`src/rtl/counter_arbiter_pkg.sv`:
```
// Shared types and helpers for the counter arbiter: FSM state encoding,
// default counter width and the round-robin selection function.
package counter_arbiter_pkg;

  typedef enum logic [1:0] {IDLE, LOAD, COUNT, DONE} state_t;

  localparam int DEFAULT_CNT_W = 8;
  localparam int MAX_REQ       = 16;

  // First set request at or above ptr, wrapping modulo n; caller ensures req != 0.
  function automatic int rr_select(input logic [MAX_REQ-1:0] req, input int ptr, input int n);
    int   sel;
    int   idx;
    logic found;
    sel   = 0;
    found = 1'b0;
    for (int k = 0; k < MAX_REQ; k++) begin
      idx = (ptr + k) % n;
      if (k < n && !found && req[idx[3:0]]) begin
        sel   = idx;
        found = 1'b1;
      end
    end
    return sel;
  endfunction

endpackage

```
`src/rtl/counter_arbiter_count_unit.sv`:
```
// Up-counter shared by all requesters: synchronous clear has priority over enable.
module count_unit #(
  parameter int CNT_W = 8
) (
  input  logic             clock,
  input  logic             clear_n,
  input  logic             clr,
  input  logic             en,
  output logic [CNT_W-1:0] value
);

  always_ff @(posedge clock or negedge clear_n) begin
    if (!clear_n) begin
      value <= '0;
    end else if (clr) begin
      value <= '0;
    end else if (en) begin
      value <= value + CNT_W'(1);
    end
  end

endmodule

```
`src/rtl/counter_arbiter.sv`:
```
// Round-robin arbiter that lends one up-counter to NUM_REQ timed-interval requesters.
// Optional abort port pair is compiled in with COUNTER_ARBITER_ABORT_EN.
module counter_arbiter
  import counter_arbiter_pkg::*;
#(
  parameter int NUM_REQ = 4,
  parameter int CNT_W   = DEFAULT_CNT_W
) (
  input  logic                     clock,
  input  logic                     clear_n,
  input  logic [NUM_REQ-1:0]       req,
  input  logic [NUM_REQ*CNT_W-1:0] req_len,
  output logic [NUM_REQ-1:0]       gnt,
  output logic [NUM_REQ-1:0]       done,
  output logic                     busy,
  output logic [CNT_W-1:0]         count
`ifdef COUNTER_ARBITER_ABORT_EN
  ,
  input  logic                     abort,
  output logic [NUM_REQ-1:0]       aborted
`endif
);

  localparam int IDX_W = (NUM_REQ > 1) ? $clog2(NUM_REQ) : 1;
  localparam logic [CNT_W-1:0] ONE = CNT_W'(1);

  state_t             state, state_d;
  logic [IDX_W-1:0]   ptr, owner, sel;
  logic [NUM_REQ-1:0] sel_oh;
  logic [CNT_W-1:0]   len;
  logic [CNT_W-1:0]   len_arr [NUM_REQ];
  logic [MAX_REQ-1:0] req_pad;
  logic               take, clr, en, abort_i, abort_fire, finish;

  for (genvar i = 0; i < NUM_REQ; i++) begin : g_len
    assign len_arr[i] = req_len[i*CNT_W +: CNT_W];
  end

  assign req_pad = MAX_REQ'(req);
  assign sel     = IDX_W'(rr_select(req_pad, int'(ptr), NUM_REQ));
  assign sel_oh  = {{(NUM_REQ-1){1'b0}}, 1'b1} << sel;

`ifdef COUNTER_ARBITER_ABORT_EN
  assign abort_i = abort;
`else
  assign abort_i = 1'b0;
`endif

  assign abort_fire = abort_i && (state == LOAD || state == COUNT);
  assign finish     = (state == DONE) || abort_fire;

  always_comb begin
    state_d = state;
    take    = 1'b0;
    clr     = 1'b0;
    en      = 1'b0;
    case (state)
      IDLE: begin
        if (|req) begin
          take    = 1'b1;
          state_d = LOAD;
        end
      end
      LOAD: begin
        clr = 1'b1;
        if (abort_i)          state_d = IDLE;
        else if (len == '0)   state_d = DONE;
        else                  state_d = COUNT;
      end
      COUNT: begin
        // Counter freezes on len-1 so it reads the last counted value in DONE.
        if (abort_i)                 state_d = IDLE;
        else if (count == len - ONE) state_d = DONE;
        else                         en = 1'b1;
      end
      DONE:    state_d = IDLE;
      default: state_d = IDLE;
    endcase
  end

  always_ff @(posedge clock or negedge clear_n) begin
    if (!clear_n) begin
      state <= IDLE;
      gnt   <= '0;
      ptr   <= '0;
      owner <= '0;
    end else begin
      state <= state_d;
      if (take) begin
        gnt   <= sel_oh;
        owner <= sel;
      end else if (finish) begin
        gnt <= '0;
        ptr <= (owner == IDX_W'(NUM_REQ-1)) ? '0 : owner + IDX_W'(1);
      end
    end
  end

  // Interval length is data: captured once at grant, no reset needed.
  always_ff @(posedge clock) begin
    if (take) len <= len_arr[sel];
  end

`ifdef COUNTER_ARBITER_ABORT_EN
  always_ff @(posedge clock or negedge clear_n) begin
    if (!clear_n) aborted <= '0;
    else          aborted <= abort_fire ? gnt : '0;
  end
`endif

  assign done = (state == DONE) ? gnt : '0;
  assign busy = (state != IDLE);

  count_unit #(.CNT_W(CNT_W)) u_count (
    .clock   (clock),
    .clear_n (clear_n),
    .clr     (clr),
    .en      (en),
    .value   (count)
  );

endmodule

```
`config.mk`:
```
export PLATFORM = sky130hd
export DESIGN_NAME = counter_arbiter
export DESIGN_NICKNAME = d
export VERILOG_FILES = /design/src/rtl/counter_arbiter_pkg.sv /design/src/rtl/counter_arbiter_count_unit.sv /design/src/rtl/counter_arbiter.sv
export SDC_FILE = /design/constraint.sdc
export NUM_CORES = 1
export LEC_CHECK = 0
export CAP_MARGIN = 5
export CORE_UTILIZATION = 52
export CTS_BUF_LIST = sky130_fd_sc_hd__clkbuf_8
export CTS_CLUSTER_SIZE = 8
export DETAILED_ROUTE_END_ITERATION = 12
export HOLD_SLACK_MARGIN = 0.1
export PLACE_DENSITY = 0.9
export SYNTH_ARGS = -nofsm -noshare
export SYNTH_HDL_FRONTEND = slang
export SYNTH_SLANG_ARGS = --single-unit
```
`constraint.sdc`:
```
create_clock -name clock -period 3.7 [get_ports clock]
set_input_delay 0.555 -clock clock [delete_from_list [all_inputs] [get_ports clock]]
set_output_delay 0.555 -clock clock [all_outputs]
set_load 0.1 [all_outputs]
```
Word level (Yosys, flattened, before mapping)
Cells that the tools add are included.
Storage, ports and cells
  register bits after elaboration: 26
  input bits: 38
  output and inout port bits: 17
  logic and storage cells: 80
Operators by class
  $add $sub $neg: 6
  $lt $le $gt $ge: 5
  eq/ne operators: 7
  shift operators: 1
  multiplexer cells: 33
  bitwise operators: 5
  reduce and logical (&&, ||, !) cells: 17
Operators by type and width (number)
  $mux W8: 4
  $bmux W8 S2: 1
  $lt A4 B5 Y1 const B: 3
  $mux W2: 7
  $mux W1: 13
  $mux W4: 3
  $bmux W1 S3: 3
  $add A8 B1 Y8 const B: 1
  $eq A8 B8 Y1: 1
  $logic_not A8 Y1: 1
  $pmux W2 S4: 1
  $sub A8 B1 Y8 const B: 1
  $eq A2 B2 Y1 const B: 3
  $reduce_bool A2 Y1: 3
  $reduce_or A2 Y1: 3
  $lt A2 B5 Y1 const B: 1
  $add A2 B1 Y2 const B: 2
  $add A2 B2 Y2 const B: 2
  $reduce_and A2 Y1: 2
  $reduce_or A4 Y1: 1
  $shl A1 B2 Y4 const A: 1
  $and A1 B1 Y1 const A: 3
  $ge A3 B3 Y1 const B: 1
  $logic_and A1 B1 Y1: 3
  other kinds (8): 10

Longest topological paths before layout
Gate-level depths: netlist of run 1.
  depth after elaboration: 17
  depth in mapped cells: 9
  gate-level depth less buffers: 8

By module
From an unflattened synthesis of run 1, not the netlist that was laid out.
Second synthesis, totals
  cells, all modules: 172
  area total of the unflattened synthesis: 1745.4 um^2
Modules (own cells, without submodules)
  counter_arbiter: times used 1, cells an instance 135, area each 1348.8 um^2
  count_unit: times used 1, cells an instance 37, area each 396.6 um^2

Worst setup path before layout of run 1
No wires, ideal clock.
  path type: register -> register
  from: register u_count.value[5]
  to: register state[1]
  data arrival time: 2.708 ns
  required time: 3.575 ns
  slack: 0.867 ns
  cell stages (with the launch flop): 8
  cell sequence: dfrtp_1 or3b_2 nor4_2 nor3_2 o41ai_4 buf_6 nand2_4 mux2_4
On the way
  longest elaborated chain between the ends: 3
RTL lines
  start: declaration: line counter_arbiter_count_unit.sv:9  | output logic [CNT_W-1:0] value
  start signal: assignment: line counter_arbiter_count_unit.sv:18  | value <= value + CNT_W'(1);
  $eq A8 B8 Y1: line counter_arbiter.sv:73  | else if (count == len - ONE) state_d = DONE;
  $ne A2 B1 Y1 (no line)
  $reduce_and A2 Y1 (no line)
  end signal: assignment: line counter_arbiter.sv:88  | state <= state_d;
  end: declaration: line counter_arbiter.sv:27  | state_t state, state_d;
No other way between the ends.
A chain may end at the register's enable or synchronous reset.

Worst setup path in the final report of run 1
  from: register len[0]
  to: register state[1]
On the way
  longest elaborated chain between the ends: 4
RTL lines
  start: declaration: line counter_arbiter.sv:30  | logic [CNT_W-1:0] len;
  start signal: assignment: line counter_arbiter.sv:101  | if (take) len <= len_arr[sel];
  $sub A8 B1 Y8: line counter_arbiter.sv:73
  $eq A8 B8 Y1: line counter_arbiter.sv:73
  $ne A2 B1 Y1 (no line)
  $reduce_and A2 Y1 (no line)
No other way between the ends.

==> summary.txt, run 1 <==
Outcome
  • Run status: finished, final reports clean

Clock network
  • Root Driver: clkbuf_8
  • Clock Path Buffers: 2
  • H-tree depth: 1
  • Number of CTS-inserted buffers: 3
  • CTS tree: done
  • Worst-skew pair later-pin latency: 0.27 ns
  • Post_cts resized: 0
  • Clk sinks: 26
  • Setup bufs post-CTS: 0
  • Hold Buf Count CTS: 0
  • CTS clk-pin slew, worst paths: 0.09 ns

Drt
  • DRC: 0
  • Via count: 1589
  • Detailed Route Iter0 Violations: 101
  • Vias per cell: 5.65
  • Wire length on met1: 1810 um
  • Wire length on met3: 142 um
  • First-pass iteration count of the detailed router: 4
  • Antenna Violating Nets Remaining: 0
  • Final WL: 4020 um
  • DR WL/cell: 14.3 um
  • Top routing layer used: met4
  • DR WL met2: 2020 um

Min path
  • Worst hold path class: register to register
  • Worst Min Path Start: owner[1]

Synthesis
  • Synth unique cells: 44
  • Top cells by count, synth: dfrtp_1 (18), a21oi_1 (15), nand2_1 (12), nor2_1 (12)
  • Synth area leader: dfrtp_1
  • Register area share after synthesis: 0.386
  • Post-synth EDFFs: 8
  • Top cells by area, synth: dfrtp_1 (25%), edfxtp_1 (13%), mux2i_1 (5.6%)
  • Prevailing post-synth register cell: dfrtp_1
  • Post-synth top area share: 0.252
  • Post-Synthesis Cells: 184
  • Ys async rst share: 0.692
  • Top-count cell post-synth: dfrtp_1
  • Synth Net Count: 229
  • Syn Area/Cell: 9.73 um2
  • Cell Area, Synth: 0.00179 mm2
  • Synthesized flop and latch total: 26
  • Synth warnings: 0

Floorplanning
  • Die area: 0.00368 mm2
  • Die Ht: 60.7 um
  • Starting Density: 0.568
  • Die W: 60.7 um
  • Core region area: 0.00315 mm2
  • IO Count: 55
  • Row Count: 20

Flow run
  • Max cap viols: 0

Critical path
  • Critical path class: register to register
  • CP startpoint kind: register
  • Crit path required time: 3.87 ns
  • Crit-path max cell delay: 0.78 ns
  • CP bufs+invs: 1
  • Critical Path, Cell by Cell: inv_1, ha_1, or3b_1, nor3_1, xnor2_1, o41ai_4, nand2_4, mux2_4
  • Worst Path Arrival: 3.00 ns
  • Critical path origin: len[0]
  • Slowest stage cell, crit path: o41ai_4
  • Critical Path Fanout Max: 16
  • Critical Path Sink Type: register
  • Top cell family by delay on the critical path: compound AO/OA/AOI/OAI gates
  • Worst r2r src: len[0]

Pwr
  • Design Power: 1.78 mW
  • Sequential fraction of design power: 0.298
  • Pleak: 0.973 nW
  • Peak supply drop: 0.797 mV
  • Combinational Power Share: 0.570
  • Switch Pwr: 0.857 mW
  • Sw frac: 0.481
  • Clock share of power: 0.132
  • Pwr dens: 732 mW/mm2
  • Internal: 0.924 mW

Final layout
  • Ratio of cells with drive above 1 in the final layout: 0.101
  • Layout fillers: 241
  • Final core occ: 0.772
  • Area growth, synth to finish: 35.9%
  • Diode count: 0
  • Layout net count: 283
  • Design Area, Final: 0.00243 mm2

GRT
  • Vias in the first global route: 1567
  • Grt total ovfl: 0
  • Initial antenna violation count: 0
  • GRT Total Usage: 0.244
  • Largest net degree at the start of global routing: 29
  • Global-route wire length before repair: 6800 um

Timing
  • Tightest Pin Transition: 0.970 ns
  • Period utilization: 0.765
  • Setup TNS: 0 ns
  • Final setup fails: 0
  • Slew Limit Fails: 0
  • Fmax: 0.353 GHz
  • Layout Skew: 0.00746 ns
  • Min Clock Period, post-route: 2.83 ns
  • Worst slew margin: 0.351
  • Final Hold Fails: 0
  • Unrepaired setup endpoints after global routing: no

Placed design
  • IO Port Bufs: 54
  • Post-DP HPWL: 3080 um
  • Placed cell area: 0.00236 mm2
  • RePlAce Congestion: 0.789
-- power by group through the flow --
stage          clock (mW)  sequential [mW]  combinational, mW
2_1_floorplan           0            0.689              0.613
3_3_place_gp            0            0.528              0.992
3_5_place_dp            0            0.533               1.01
4_1_cts             0.237            0.530               1.02
5_1_grt             0.247            0.545               1.10
6_report            0.236            0.531               1.02
-- worst register-to-register path: stages (launching register included) --
cell and delay, ns:
edfxtp_1 0.45, inv_1 0.09, ha_1 0.17, or3b_1 0.38
nor3_1 0.29, xnor2_1 0.17, o41ai_4 0.78, nand2_4 0.08
mux2_4 0.32
-- cells by family (layout without fill, tap and decap cells) --
| group | after synthesis | in the layout | share of synthesized area |
|---|---|---|---|
| AOI/OAI and AO/OA | 42 | 42 | 0.175 |
| xor gates and xnor gates | 10 | 10 | 0.0489 |
| adders and majority gates | 7 | 7 | 0.0489 |
| buffers and inverters | 16 | 69 | 0.0377 |
| DFF | 26 | 26 | 0.386 |
| muxes | 13 | 13 | 0.0769 |
| and+or+nand+nor | 70 | 70 | 0.226 |
-- per-layer routing --
metal,track usage,vias to the layer above
met5,0,-
met4,0.0584,0
met3,0.0299,6
met2,0.444,51
met1,0.309,757
li1,-,775
-- layout make-up --
class                   count  area, um2  area share
clock buffers               3       41.3      0.0170
multi-input cells         142       1040       0.427
inverters                   9       33.8      0.0139
repair buffers             56        543       0.223
clock inverters             1       30.0      0.0123
flip-flops and latches     26        691       0.284
well taps                  44       55.1      0.0226
-- sequential cells by signal, indices dropped and copies added, names as in the netlist --
register and cells:
state 2, ptr 2, owner 2, u_count.value 8
gnt 4, len 8
-- path summary, 6_finish.rpt --
check	endpoint	slack [ns]	cells past startpoint
worst max-delay path	state[1]	0.87	8
worst min-delay path	owner[1]	0.50	2
worst max register to register	state[1]	0.87	8
worst min register to register	owner[1]	0.50	2
max in group asynchronous	gnt[0]	2.45	1
min in group asynchronous	u_count.value[3]	0.74	1
-- placed cells by master, fill, tap and decap left out, types with 2 or more instances in the layout --
master	instances
mux2_2	2
o21ai_0	4
nand2_1	12
xor2_1	5
nand3b_1	6
o31ai_1	3
inv_1	9
a21oi_1	15
nor2b_1	8
nor3_1	2
xnor2_1	5
and2_1	5
nand3_1	7
ha_1	7
mux2i_1	10
or3_1	3
edfxtp_1	8
or4_1	2
clkdlybuf4s50_1	49
buf_4	7
clkbuf_8	3
dfrtp_1	18
nor2_1	11
nand2b_1	4
a21o_1	2
a211oi_1	9
-- through the flow --
stage | setup WS, ns | hold WS, ns | cells
after floorplan | 0.867 | 0.259 | 184
after global placement | 1.02 | 0.468 | 277
after detailed placement | 0.903 | 0.475 | 277
after CTS | 0.898 | 0.499 | 281
after global routing | 0.652 | 0.554 | 281
final | 0.870 | 0.496 | 281
No activity file was read; power rests on OpenSTA's default activity.
==> run 2: changes to the inputs <==
- CORE_UTILIZATION: 52 -> 44
- PLACE_DENSITY: 0.9 -> 0.81
- clock period: 3.7 -> 2.4 ns (I/O delays scaled with it)
==> summary.txt, run 2 (same netlist as run 1, synthesis figures left out) <==
Timing
  • Tightest Pin Transition: 0.416 ns (was 0.970 ns)
  • Final Hold Fails: 0 (unchanged)
  • Final setup fails: 2 (was 0)
  • PnR worst setup slack: -0.0370 ns (was 0.870 ns)
  • Period utilization: 1.02 (was 0.765)
  • Slew Limit Fails: 0 (unchanged)
  • Layout Skew: 0.00623 ns (was 0.00746 ns)
  • Unrepaired setup endpoints after global routing: yes (was no)
  • Worst slew margin: 0.723 (was 0.351)
  • Fmax: 0.410 GHz (was 0.353 GHz)
  • Min Clock Period, post-route: 2.44 ns (was 2.83 ns)

GRT
  • Global-route wire length before repair: 6790 um (was 6800 um)
  • Largest net degree at the start of global routing: 29 (unchanged)
  • GRT Total Usage: 0.206 (was 0.244)
  • Grt total ovfl: 0 (unchanged)
  • Vias in the first global route: 1487 (was 1567)
  • Initial antenna violation count: 0 (unchanged)

Critical path
  • Most common cell on crit path: or4_4
  • Crit path required time: 2.60 ns (was 3.87 ns)
  • Worst r2r src: len[0] (unchanged)
  • CP startpoint kind: register (unchanged)
  • Critical Path, Cell by Cell: or4_4, o221a_4, nor3_4, o41ai_4, buf_4, or4_4, a21oi_2 (was inv_1, ha_1, or3b_1, nor3_1, xnor2_1, o41ai_4, nand2_4, mux2_4)
  • Crit-path max cell delay: 0.58 ns (was 0.78 ns)
  • Critical path class: register to register (unchanged)
  • Top cell family by delay on the critical path: simple AND/OR/NAND/NOR gates (was compound AO/OA/AOI/OAI gates)
  • Worst Path Arrival: 2.64 ns (was 3.00 ns)
  • Critical path origin: len[0] (unchanged)
  • CP bufs+invs: 1 (unchanged)
  • Slowest stage cell, crit path: or4_4 (was o41ai_4)
  • Critical Path Sink Type: register (unchanged)
  • Critical Path Fanout Max: 5 (was 16)

Pwr
  • Pwr dens: 1090 mW/mm2 (was 732 mW/mm2)
  • Pleak: 1.07 nW (was 0.973 nW)
  • Peak supply drop: 0.820 mV (was 0.797 mV)
  • Design Power: 2.82 mW (was 1.78 mW)

Clock network
  • Number of CTS-inserted buffers: 3 (unchanged)
  • H-tree depth: 1 (unchanged)
  • Hold Buf Count CTS: 0 (unchanged)
  • Clk sinks: 26 (unchanged)
  • Root Driver: clkbuf_8 (unchanged)
  • Clock Path Buffers: 2 (unchanged)
  • CTS clk-pin slew, worst paths: 0.09 ns (about the same)
  • Worst-skew pair later-pin latency: 0.27 ns (about the same)
  • CTS tree: done (unchanged)

Final layout
  • Area growth, synth to finish: 45.0% (was 35.9%)
  • Multi-input gate area: 0.00109 mm2 (was 0.00104 mm2)
  • Design Area, Final: 0.00260 mm2 (was 0.00243 mm2)
  • Top flop regs: len x8, u_count.value x8, gnt x4 (unchanged)
  • Flip-flop and latch area: 699 um2 (was 691 um2)
  • Ratio of cells with drive above 1 in the final layout: 0.241 (was 0.101)
  • Post-route insts no fill: 297 (was 281)
  • Final core occ: 0.688 (was 0.772)
  • Layout fillers: 289 (was 241)
  • Diode count: 0 (unchanged)
  • Commonest non-fill, non-tap cells in the layout: clkdlybuf4s50_1 (37), buf_4 (27), dfrtp_1 (13) (was clkdlybuf4s50_1 (49), dfrtp_1 (18), a21oi_1 (15))
  • Commonest non-fill, non-tap cell in the layout: clkdlybuf4s50_1 (unchanged)
  • Layout net count: 295 (was 283)

Placed design
  • Placed insts: 292 (was 277)
  • RePlAce Congestion: 0.817 (was 0.789)
  • Placed cell area: 0.00249 mm2 (was 0.00236 mm2)
  • IO Port Bufs: 54 (unchanged)
  • Post-DP HPWL: 3200 um (was 3080 um)
  • Pre-CTS setup slack: -0.134 ns (was 0.903 ns)

Floorplanning
  • Die W: 65.8 um (was 60.7 um)
  • Row Count: 22 (was 20)
  • Die Ht: 65.8 um (was 60.7 um)
  • Die area: 0.00433 mm2 (was 0.00368 mm2)
  • Starting Density: 0.475 (was 0.568)
  • IO Count: 55 (unchanged)
  • Core region area: 0.00377 mm2 (was 0.00315 mm2)

Drt
  • Final WL: 4080 um (was 4020 um)
  • Antenna Violating Nets Remaining: 0 (unchanged)
  • Vias per cell: 5.35 (was 5.65)
  • Detailed Route Iter0 Violations: 95 (was 101)
  • Via count: 1589 (unchanged)
  • DRC: 0 (unchanged)
  • First-pass iteration count of the detailed router: 4 (unchanged)
  • DR WL/cell: 13.8 um (was 14.3 um)

Min path
  • Worst hold path class: primary input to asynchronous set/reset pin (was register to register)

Flow run
  • Max cap viols: 0 (unchanged)

Outcome
  • Failing checks: setup timing
  • Run status: finished with violations (was finished, final reports clean)
-- run 2: changes by cell type in the layout (fill, tap and decap cells not counted), moves of 2 or more --
cell | before | now
clkdlybuf4s50_1 | 49 | 37
a21oi_2 | 0 | 3
dfrtp_1 | 18 | 13
a21oi_1 | 15 | 12
buf_4 | 7 | 27
buf_12 | 0 | 4
or3_4 | 0 | 2
dfrtp_2 | 0 | 4
-- run 2: worst reg2reg max path: cells and delay by family, from the launching register on --
kind,cells,cell delay [ns]
buf+inv,1,0.16
compound gates,3,0.59
flops,1,0.42
simple gates,3,1.21
-- run 2: where the power goes --
group / internal (mW) / leakage (nW) / total [mW] / switching, mW
clock network: 0.147 / 0.0288 / 0.282 / 0.135
registers: 0.642 / 0.301 / 0.805 / 0.164
logic: 0.670 / 0.739 / 1.73 / 1.06
-- run 2: stage by stage --
stage                     hold WS (ns)  setup TNS (ns)
after global placement           0.484         -0.0596
after CTS                        0.419         -0.0535
after floorplan                 0.0644        -0.00418
after global routing             0.428          -0.462
final                            0.406         -0.0460
after detailed placement         0.492          -0.323
-- run 2: final cells by class --
| cell class | count | share of cell area |
|---|---|---|
| Tap cell | 48 | 0.0231 |
| Inverter | 9 | 0.0130 |
| Clock buffer | 4 | 0.0212 |
| Multi-Input combinational cell | 142 | 0.422 |
| Sequential cell | 26 | 0.269 |
| Timing Repair Buffer | 68 | 0.252 |
-- run 2: layer usage --
layer / part of all wire / routed length, um / up-vias / GRT usage
li1: - / - / 794 / -
met1: 0.45 / 1860 / 727 / 0.262
met2: 0.47 / 1900 / 57 / 0.348
met3: 0.058 / 236 / 11 / 0.0414
met4: 0.021 / 87 / 0 / 0.0652
met5: 0 / 0 / - / 0
-- run 2: final timing paths --
check | cells after the start | slack, ns | endpoint
max reg2reg | 7 | -0.04 | u_count.value[5]
min in group clock | 2 | 0.50 | owner[1]
max in group asynchronous | 2 | 1.78 | u_count.value[5]
min | 2 | 0.41 | u_count.value[4]
min reg2reg | 2 | 0.50 | owner[1]
max | 7 | -0.04 | u_count.value[5]
-- run 2: what timing repair did --
item,4_1_cts,5_1_grt
endpoints found under the setup margin,8,10
hold endpoints to repair,0,0
pin swaps,8,4
buffers inserted,1,0
resized for setup,3,7
==> run 3: changes to the inputs <==
- CORE_MARGIN: unset -> 4
==> summary.txt, run 3 (same netlist as run 1, synthesis figures left out) <==
Critical path
  • Critical Path, Cell by Cell: or4_4, buf_4, nor4_4, nor3_2, o41ai_4, buf_4, nand2_4, mux2_4 (was or4_4, o221a_4, nor3_4, o41ai_4, buf_4, or4_4, a21oi_2)
  • CP startpoint kind: register (unchanged)
  • Critical Path Sink Type: register (unchanged)
  • Critical path class: register to register (unchanged)
  • Most common cell on crit path: buf_4 (was or4_4)
  • R2R depth: 8 (was 7)
  • Flop-to-flop setup slack: -0.06 ns (was -0.04 ns)
  • Crit-path max cell delay: 0.59 ns (was 0.58 ns)
  • Critical Path Fanout Max: 5 (unchanged)
  • CP bufs+invs: 2 (was 1)
  • WP depth: 8 (was 7)
  • Crit path required time: 2.56 ns (was 2.60 ns)
  • Worst Path Arrival: 2.62 ns (was 2.64 ns)
  • Top cell family by delay on the critical path: simple AND/OR/NAND/NOR gates (unchanged)
  • Slowest stage cell, crit path: or4_4 (unchanged)

Floorplanning
  • IO Count: 55 (unchanged)
  • Row Count: 22 (unchanged)
  • Die area: 0.00515 mm2 (was 0.00433 mm2)
  • Starting Density: 0.471 (was 0.475)
  • Core region area: 0.00380 mm2 (was 0.00377 mm2)
  • Die Ht: 71.8 um (was 65.8 um)
  • Die W: 71.8 um (was 65.8 um)

Timing
  • Unrepaired setup endpoints after global routing: yes (unchanged)
  • Tightest Pin Transition: 0.414 ns (was 0.416 ns)
  • Worst slew margin: 0.724 (was 0.723)
  • Period utilization: 1.02 (about the same)
  • Layout Skew: 0.00754 ns (was 0.00623 ns)
  • WHS: 0.413 ns (was 0.406 ns)
  • Final setup fails: 1 (was 2)
  • Slew Limit Fails: 0 (unchanged)
  • Final Hold Fails: 0 (unchanged)
  • Min Clock Period, post-route: 2.46 ns (was 2.44 ns)
  • PnR worst setup slack: -0.0569 ns (was -0.0370 ns)
  • Fmax: 0.407 GHz (was 0.410 GHz)

Placed design
  • IO Port Bufs: 54 (unchanged)
  • RePlAce Congestion: 0.758 (was 0.817)
  • Placed insts: 291 (was 292)
  • Post-DP HPWL: 3250 um (was 3200 um)

Clock network
  • CTS tree: done (unchanged)
  • Clk sinks: 26 (unchanged)
  • Root Driver: clkbuf_8 (unchanged)
  • Number of CTS-inserted buffers: 3 (unchanged)
  • H-tree depth: 1 (unchanged)
  • CTS clk-pin slew, worst paths: 0.09 ns (about the same)
  • Worst-skew pair later-pin latency: 0.27 ns (about the same)
  • Clock Path Buffers: 2 (unchanged)

Pwr
  • Internal: 1.51 mW (was 1.46 mW)
  • Pwr dens: 1090 mW/mm2 (about the same)
  • Switch Pwr: 1.39 mW (was 1.36 mW)
  • Peak supply drop: 0.885 mV (was 0.820 mV)
  • Sw frac: 0.479 (was 0.483)
  • Sequential fraction of design power: 0.284 (was 0.286)
  • Pleak: 1.08 nW (was 1.07 nW)
  • Combinational Power Share: 0.621 (was 0.614)
  • Design Power: 2.90 mW (was 2.82 mW)
  • Clock share of power: 0.095 (was 0.100)

Drt
  • Antenna Violating Nets Remaining: 0 (unchanged)
  • Via count: 1650 (was 1589)
  • DRC: 0 (unchanged)
  • Final WL: 4370 um (was 4080 um)
  • First-pass iteration count of the detailed router: 4 (unchanged)
  • DR WL/cell: 14.6 um (was 13.8 um)
  • Vias per cell: 5.50 (was 5.35)
  • Detailed Route Iter0 Violations: 50 (was 95)

Outcome
  • Failing checks: setup timing (unchanged)
  • Run status: finished with violations (unchanged)

Final layout
  • Commonest non-fill, non-tap cell in the layout: clkdlybuf4s50_1 (unchanged)
  • Ratio of cells with drive above 1 in the final layout: 0.278 (was 0.241)
  • Area growth, synth to finish: 48.5% (was 45.0%)
  • Commonest non-fill, non-tap cells in the layout: clkdlybuf4s50_1 (37), buf_4 (29), dfrtp_1 (13) (was clkdlybuf4s50_1 (37), buf_4 (27), dfrtp_1 (13))
  • Layout fillers: 295 (was 289)
  • Post-route insts no fill: 300 (was 297)
  • Top flop regs: len x8, u_count.value x8, gnt x4 (unchanged)
  • Diode count: 0 (unchanged)
  • Layout net count: 298 (was 295)

GRT
  • Initial antenna violation count: 0 (unchanged)
  • Grt total ovfl: 0 (unchanged)
  • GRT Total Usage: 0.173 (was 0.206)
  • Global-route wire length before repair: 7090 um (was 6790 um)
  • Vias in the first global route: 1596 (was 1487)
  • Largest net degree at the start of global routing: 29 (unchanged)

Flow run
  • Max cap viols: 0 (unchanged)

Min path
  • Worst hold path class: primary input to asynchronous set/reset pin (unchanged)
## run 3: cell count changes in the layout (fill, tap and decap cells not counted), sizes merged
cell,previous run,this run
buf,31,34
## run 3: timing repair
item                       in CTS  in global routing
resized for setup               1                 20
pin swaps                      11                 14
hold endpoints to repair        0                  0
hold buffers                    0                  0
setup endpoints to repair       9                 10
setup buffers                   2                  3
## run 3: power groups by stage
stage	Sequential (mW)	Clock (mW)	Combinational, mW
after global routing	0.852	0.302	1.94
after floorplan	1.07	0	0.945
final	0.823	0.276	1.80
after global placement	0.814	0	1.66
after CTS	0.814	0.283	1.73
after detailed placement	0.819	0	1.69
## run 3: area by class of cell
type	instances	area, um2	area share
Inverter	9	33.8	0.0127
Sequential cell	26	699	0.263
Tap cell	48	60.1	0.0226
Clock buffer	4	55.1	0.0207
Multi-Input combinational cell	142	1120	0.422
Timing Repair Buffer	71	688	0.259
## run 3: through the flow
stage	worst slack [ns]	setup TNS [ns]	cell area, um2	util
2_1_floorplan	-0.00418	-0.00418	1810	-
3_3_place_gp	-0.131	-0.186	2490	0.656
3_5_place_dp	-0.202	-0.658	2490	0.656
4_1_cts	-0.00682	-0.00810	2570	0.677
5_1_grt	-0.146	-0.496	2660	0.700
6_report	-0.0569	-0.0569	2660	0.700
## run 3: path summary, 6_finish.rpt
check,start,end
setup / recovery,len[3],state[1]
hold / removal,clear_n,u_count.value[3]
setup reg to reg,len[3],state[1]
hold reg to reg,owner[1],owner[1]
max in group asynchronous,clear_n,u_count.value[5]
min in group clock,owner[1],owner[1]
## run 3: layer usage
layer	wire length, um	track usage
met1	1870	0.211
met2	2170	0.299
met3	268	0.0449
met4	66	0.0480
met5	0	0
